==> config.mk <==
export PLATFORM = sky130hd
export DESIGN_NAME = fetch_unit
export DESIGN_NICKNAME = d
export VERILOG_FILES = /design/src/rtl/cpu_pkg.sv /design/src/rtl/instr_queue.sv /design/src/rtl/fetch_unit.sv
export SDC_FILE = /design/constraint.sdc
export NUM_CORES = 1
export LEC_CHECK = 0
export CORE_ASPECT_RATIO = 2
export CORE_UTILIZATION = 45
export DETAILED_ROUTE_END_ITERATION = 10
export DONT_BUFFER_PORTS = 1
export PLACE_DENSITY = 0.7
export SLEW_MARGIN = 20
export SYNTH_ARGS = -nofsm -noshare
export SYNTH_HDL_FRONTEND = slang
export SYNTH_SLANG_ARGS = --single-unit
==> constraint.sdc <==
create_clock -name clk -period 10 [get_ports clk]
set_input_delay 1.5 -clock clk [delete_from_list [all_inputs] [get_ports clk]]
set_output_delay 1.5 -clock clk [all_outputs]
set_load 0.01 [all_outputs]
==> src/rtl/cpu_pkg.sv <==
// cpu_pkg: definitions shared by the fetch stage and its instruction queue.
//   DEFAULT_RESET_PC : fetch address used after reset unless overridden
//   WORD_INC         : byte increment from one instruction word to the next
//   fetch_state_t    : fetch FSM encoding (IDLE, REQ, WAIT, DROP)
package cpu_pkg;

    localparam logic [31:0] DEFAULT_RESET_PC = 32'h0000_0000;
    localparam logic [31:0] WORD_INC         = 32'd4;

    typedef enum logic [1:0] {
        IDLE = 2'd0,
        REQ  = 2'd1,
        WAIT = 2'd2,
        DROP = 2'd3
    } fetch_state_t;

endpackage

==> src/rtl/instr_queue.sv <==
// instr_queue: small synchronous FIFO of {pc, instr} pairs between the
// fetch FSM and decode. The head entry is read straight out of the storage
// flops, so head_pc/head_instr are register outputs.
// Ports:
//   clk, reset        : clock, asynchronous active-low reset
//   push, push_pc,
//   push_instr        : write one entry (caller guarantees a free slot,
//                       or a simultaneous pop when full)
//   pop               : drop the head entry (caller guarantees non-empty)
//   flush             : empty the queue; overrides push and pop
//   full, empty       : occupancy flags
//   free_count        : number of unused entries
//   head_pc,
//   head_instr        : oldest entry
module instr_queue
    import cpu_pkg::*;
#(
    parameter  int QDEPTH = 2,
    localparam int AW     = $clog2(QDEPTH)
) (
    input  logic          clk,
    input  logic          reset,
    input  logic          push,
    input  logic [31:0]   push_pc,
    input  logic [31:0]   push_instr,
    input  logic          pop,
    input  logic          flush,
    output logic          full,
    output logic          empty,
    output logic [AW:0]   free_count,
    output logic [31:0]   head_pc,
    output logic [31:0]   head_instr
);

    localparam logic [AW:0]   DEPTH_C = (AW + 1)'(QDEPTH);
    localparam logic [AW:0]   CNT_ONE = (AW + 1)'(1);
    localparam logic [AW-1:0] PTR_ONE = AW'(1);

    logic [31:0]   mem_pc    [QDEPTH];
    logic [31:0]   mem_instr [QDEPTH];
    logic [AW-1:0] wr_ptr;
    logic [AW-1:0] rd_ptr;
    logic [AW:0]   count;

    // QDEPTH is a power of two, so the pointers wrap on their own.
    always_ff @(posedge clk or negedge reset) begin
        if (!reset) begin
            wr_ptr <= '0;
            rd_ptr <= '0;
            count  <= '0;
            for (int i = 0; i < QDEPTH; i++) begin
                mem_pc[i]    <= '0;
                mem_instr[i] <= '0;
            end
        end else if (flush) begin
            wr_ptr <= '0;
            rd_ptr <= '0;
            count  <= '0;
        end else begin
            if (push) begin
                mem_pc[wr_ptr]    <= push_pc;
                mem_instr[wr_ptr] <= push_instr;
                wr_ptr            <= wr_ptr + PTR_ONE;
            end
            if (pop) begin
                rd_ptr <= rd_ptr + PTR_ONE;
            end
            case ({push, pop})
                2'b10:   count <= count + CNT_ONE;
                2'b01:   count <= count - CNT_ONE;
                default: count <= count;
            endcase
        end
    end

    assign full       = (count == DEPTH_C);
    assign empty      = (count == '0);
    assign free_count = DEPTH_C - count;
    assign head_pc    = mem_pc[rd_ptr];
    assign head_instr = mem_instr[rd_ptr];

endmodule

==> src/rtl/fetch_unit.sv <==
// fetch_unit: instruction fetch stage. Holds the fetch PC, requests words
// from instruction memory one at a time, buffers them in instr_queue and
// presents the oldest one with its PC to decode. PCsrc/Result redirect
// fetch, flush the queue and discard any in-flight response.
//
// Optional feature: define FETCH_ALIGN_CHECK_EN to flag redirect targets
// with Result[1:0] != 0 on the sticky fetch_fault output. Undefined, the
// check logic is absent and fetch_fault is tied low.
//
// Ports:
//   clk, reset            : clock, asynchronous active-low reset
//   imem_req, imem_addr   : request to instruction memory
//   imem_gnt              : request accepted this cycle
//   imem_rvalid,
//   imem_rdata            : in-order response word
//   PCsrc, Result         : redirect strobe and target
//   instr_valid,
//   instr_ready           : handshake with decode
//   Instr, instr_pc       : head instruction word and its address
//   pc_plus8              : instr_pc + 8 (R15 read value)
//   fetch_fault           : sticky misaligned-redirect flag
//   fetch_state           : current fetch FSM state (debug observation)
//
// Handshakes: decode consumes the head entry on any rising edge where
// instr_valid && instr_ready are both high; instr_valid never depends on
// instr_ready. Memory accepts the request on a rising edge where
// imem_req && imem_gnt; imem_addr is held until then. Exactly one response
// follows each grant, and its slot is reserved at grant time so a response
// is never refused.
module fetch_unit
    import cpu_pkg::*;
#(
    parameter logic [31:0] RESET_PC = DEFAULT_RESET_PC,
    parameter int          QDEPTH   = 2
) (
    input  logic        clk,
    input  logic        reset,
    output logic        imem_req,
    output logic [31:0] imem_addr,
    input  logic        imem_gnt,
    input  logic        imem_rvalid,
    input  logic [31:0] imem_rdata,
    input  logic        PCsrc,
    input  logic [31:0] Result,
    output logic        instr_valid,
    input  logic        instr_ready,
    output logic [31:0] Instr,
    output logic [31:0] instr_pc,
    output logic [31:0] pc_plus8,
    output logic        fetch_fault,
    output logic [1:0]  fetch_state
);

    localparam int          QAW      = $clog2(QDEPTH);
    localparam logic [QAW:0] FREE_ONE = (QAW + 1)'(1);

    fetch_state_t state, state_nxt;
    logic [31:0]  fpc, fpc_nxt;
    logic [31:0]  target;

    logic         q_push, q_pop, q_flush;
    logic         q_full, q_empty;
    logic [QAW:0] q_free;
    logic         slot_left;

    assign target = {Result[31:2], 2'b00};

    // A redirect wins over both push and pop in the same cycle.
    assign q_flush = PCsrc;
    assign q_pop   = instr_valid && instr_ready && !PCsrc;
    assign q_push  = (state == WAIT) && imem_rvalid && !PCsrc;

    // A push consumes the slot reserved at grant; another request may be
    // issued only if a further slot is free after this cycle's push/pop.
    assign slot_left = (q_free > FREE_ONE) || q_pop;

    always_comb begin
        state_nxt = state;
        fpc_nxt   = fpc;
        case (state)
            IDLE: begin
                if (PCsrc) begin
                    fpc_nxt   = target;
                    state_nxt = REQ;
                end else if (!q_full) begin
                    state_nxt = REQ;
                end
            end
            REQ: begin
                if (PCsrc) begin
                    fpc_nxt   = target;
                    // A grant in the redirect cycle still yields a stale
                    // response that has to be swallowed.
                    state_nxt = imem_gnt ? DROP : REQ;
                end else if (imem_gnt) begin
                    state_nxt = WAIT;
                end
            end
            WAIT: begin
                if (PCsrc) begin
                    fpc_nxt   = target;
                    state_nxt = imem_rvalid ? REQ : DROP;
                end else if (imem_rvalid) begin
                    fpc_nxt   = fpc + WORD_INC;
                    state_nxt = slot_left ? REQ : IDLE;
                end
            end
            DROP: begin
                if (PCsrc) begin
                    fpc_nxt = target;
                end
                if (imem_rvalid) begin
                    state_nxt = REQ;
                end
            end
            default: state_nxt = IDLE;
        endcase
    end

    always_ff @(posedge clk or negedge reset) begin
        if (!reset) begin
            state <= IDLE;
            fpc   <= RESET_PC;
        end else begin
            state <= state_nxt;
            fpc   <= fpc_nxt;
        end
    end

    instr_queue #(
        .QDEPTH (QDEPTH)
    ) u_queue (
        .clk        (clk),
        .reset      (reset),
        .push       (q_push),
        .push_pc    (fpc),
        .push_instr (imem_rdata),
        .pop        (q_pop),
        .flush      (q_flush),
        .full       (q_full),
        .empty      (q_empty),
        .free_count (q_free),
        .head_pc    (instr_pc),
        .head_instr (Instr)
    );

    assign imem_req    = (state == REQ);
    assign imem_addr   = fpc;
    assign instr_valid = !q_empty;
    assign pc_plus8    = instr_pc + 32'd8;
    assign fetch_state = state;

`ifdef FETCH_ALIGN_CHECK_EN
    logic fault_q;

    always_ff @(posedge clk or negedge reset) begin
        if (!reset) begin
            fault_q <= 1'b0;
        end else if (PCsrc && (Result[1:0] != 2'b00)) begin
            fault_q <= 1'b1;
        end
    end

    assign fetch_fault = fault_q;
`else
    // Low target bits are only inspected by the alignment check.
    logic unused_low_bits;
    assign unused_low_bits = ^Result[1:0];
    assign fetch_fault     = 1'b0;
`endif

endmodule

==> run_results.csv <==
group,metric,value,unit
outcome,outcome,"complete, no violations",
sta,fmax,0.1848,GHz
route,drt-met1-wl,6566,µm
clock_tree,cts_made_buffers,17,
die,start_util,45.93,%
critical_path,end_kind,"output port",
route,dr.pass1.iters,7,
route,post_drt_via_cell_ratio,6.009,
yosys,async_reset_ff_share,100.0,%
power_and_ir_drop,ir_drop,0.1259,mV
grt,antenna_found_initial,1,
power_and_ir_drop,power.internal,1550,µW
power_and_ir_drop,pwr-share-comb,30.5,%
sta,fin_setup_tns,0,ps
yosys,syn_area,8169,µm²
clock_tree,cts_buffer_depth,2,
finish,fillers,1585,
die,row_count,69,
grt,gr-total-overflow,0,
grt,grt_max_degree,161,
die,fp.dieW,97.27,µm
finish,diodes,0,
critical_path,crit_type,"register to output port",
yosys,synth_edf_count,0,
placed_design,gp_congestion,0.8615,
yosys,avgSynthCellArea,11.89,µm²
yosys,yosys.area_share.simple,10.17,%
sta,rsz0062_at_grt,"false",
run,maxCapViolCount,0,
yosys,ys_seq_area_share,49.01,%
sta,slew_headroom,33.02,%
route,highest_layer,"met5",
route,routed_wirelength,19780,µm
sta,post-route-period-util,54.11,%
yosys,synth-xor-area-share,5.682,%
yosys,synth_ff_type,"dfrtp_1",
yosys,synth_top_family_by_area,"multiplexers",
clock_tree,clkTransAtPathRegs,70,ps
power_and_ir_drop,sw_frac_of_total,34.36,%
clock_tree,clock-sinks,160,
clock_tree,clk_latency,430,ps
route,wire_per_inst,21.88,µm
power_and_ir_drop,power_density,264.1,nW/µm²
critical_path,setup.worst_path.start_class,"register",
die,die-area,18730,µm²
power_and_ir_drop,power_frac_clock,29.0,%
power_and_ir_drop,seqPwrFrac,40.5,%
yosys,synthAdderAreaFrac,1.225,%
route,route.met3.wl,1160,µm
sta,whs,488.1,ps
placed_design,dp.final_hpwl,14190,µm
die,io_pins,203,
yosys,synth_mux_area_share,25.23,%
finish,mostFrequentLayoutCells,"175 x mux2_2, 159 x dfrtp_1, 54 x nand2_1",
finish,layout_commonest_cell,"mux2_2",
route,drc,0,
clock_tree,cts_tree,"yes",
clock_tree,cts_root_buf,"clkbuf_16",
die,fp.dieH,192.5,µm
sta,hold_viol_final,0,
clock_tree,ctsHtreeMaxLevel,4,
power_and_ir_drop,p_leak,0.004067,µW
critical_path,critPathArrivalTime,3910,ps
critical_path,worstPathRequired,8500,ps
route,ant_nets,0,
hold_path,hold_class,"register to register",
route,route.vias.total,5432,
finish,syn_to_final_growth,9.466,%
clock_tree,cts_setup_buffers,0,
yosys,synth_cells,687,
critical_path,cp_max_fo,71,
sta,fin_crit,5411,ps
sta,slew_viol_final,0,
power_and_ir_drop,switchingPower,811.6,µW
finish,final_nets,756,
yosys,ys_ff_latch,160,
route,route.met2.wl,11240,µm
yosys,ys_types,50,
placed_design,port_buffers,0,
sta,fin_worst_skew,13.17,ps
finish,drive_above_1_share,31.98,%
route,drt_iter0_drc,148,
clock_tree,ctsHoldBuffers,0,
sta,finalSetupViolCount,0,
yosys,synth-compound-area-share,5.361,%
sta,worst_pin_slew,1005,ps
grt,grt_first_pass_wirelength,30950,µm
grt,grt_util_all_layers,21.66,%
die,fp.coreArea,17780,µm²
grt,grt_pass1_vias,5875,
clock_tree,ctsResizeCount,0,
yosys,yosysWarnings,0,
[cell usage after synthesis (2+ instances only)]
| cell type | instances | area (µm²) |
|---|---|---|
| a211oi_1 | 3 | 22.52 |
| a21o_1 | 4 | 30.03 |
| a21oi_1 | 9 | 45.04 |
| a22oi_1 | 3 | 22.52 |
| a31oi_1 | 2 | 12.51 |
| a32o_1 | 4 | 40.04 |
| and2_1 | 7 | 43.79 |
| and3_1 | 13 | 81.33 |
| and4_1 | 4 | 35.03 |
| buf_1 | 6 | 22.52 |
| buf_2 | 7 | 35.03 |
| buf_4 | 8 | 60.06 |
| clkbuf_1 | 16 | 60.06 |
| dfrtp_1 | 160 | 4004 |
| ha_1 | 8 | 100.1 |
| inv_1 | 16 | 60.06 |
| mux2_2 | 175 | 1971 |
| mux2i_1 | 9 | 90.09 |
| nand2_1 | 54 | 202.7 |
| nand3_1 | 20 | 100.1 |
| nand4_1 | 11 | 68.82 |
| nand4b_1 | 5 | 43.79 |
| nor2_1 | 14 | 52.55 |
| nor2b_1 | 5 | 31.28 |
| nor3_1 | 8 | 40.04 |
| nor4_1 | 8 | 50.05 |
| o21ai_0 | 34 | 170.2 |
| xnor2_1 | 36 | 315.3 |
| xor2_1 | 17 | 148.9 |
[worst max-delay path, cell delays in order, from the launching register on]
cell,delay [ps]
dfrtp_4,610
buf_4,720
nand4_1,260
a222oi_1,890
nand3_1,200
nor3_1,450
xor2_1,280
[final cells by class]
cell class | count | area, µm² | area share, %
timing repair buffer | 5 | 37.54 | 0.4198
tap | 213 | 266.5 | 2.980
multi-input combinational | 477 | 3938 | 44.03
sequential | 160 | 4008 | 44.82
inverter | 17 | 63.81 | 0.7136
clock buffer | 19 | 452.9 | 5.065
clock inverter | 13 | 176.4 | 1.973
[power by group through the flow]
stage	Sequential (µW)	Combinational (µW)	Clock, µW
after global placement	952	706	0
after CTS	956	731	705
final	957	720	685
after floorplan	907	648	0
after global routing	981	774	730
after detailed placement	968	729	0
[layer usage]
layer / track usage, % / vias up
li1: - / 2434
met4: 12.44 / 2
met1: 20.24 / 2720
met5: 0 / -
met3: 5.686 / 49
met2: 41.79 / 227
[sequential cells by signal, indices dropped and copies added, names as in the netlist]
name / count
u_queue.mem_instr: 64
u_queue.wr_ptr: 1
u_queue.rd_ptr: 1
fetch_state: 2
imem_addr: 30
u_queue.count: 2
u_queue.mem_pc: 60
[worst paths after layout]
kind | start | to | slack [ps] | cells after the start
max | u_queue.rd_ptr | pc_plus8[31] | 4590 | 6
min | u_queue.mem_pc[23] | u_queue.mem_pc[23] | 490 | 2
max reg2reg | fetch_state[0] | u_queue.mem_instr[3] | 7140 | 5
min reg2reg | u_queue.mem_pc[23] | u_queue.mem_pc[23] | 490 | 2
max in group asynchronous | reset | u_queue.mem_instr[61] | 8980 | 0
min in group asynchronous | reset | u_queue.mem_pc[12] | 780 | 0
[cells by family after synthesis]
family | Yosys count
adders and majority gates | 8
DFF | 160
and+or+nand+nor | 156
buffers and inverters | 56
other | 1
AOI/OAI and AO/OA | 69
xor gates and xnor gates | 53
muxes | 184
[stage by stage]
stage               cells  total power, µW  utilization [%]  cell area (µm²)  setup slack [ps]
finish                904             2362            50.28             8942              4589
global route          904             2485            50.28             8942              4285
CTS                   904             2392            50.28             8942              4537
detailed placement    872             1697            46.74             8313              5011
global placement      872             1658            46.74             8313              5086
floorplan             693             1554                -             8192              5525
No activity file was read; power rests on OpenSTA's default activity.
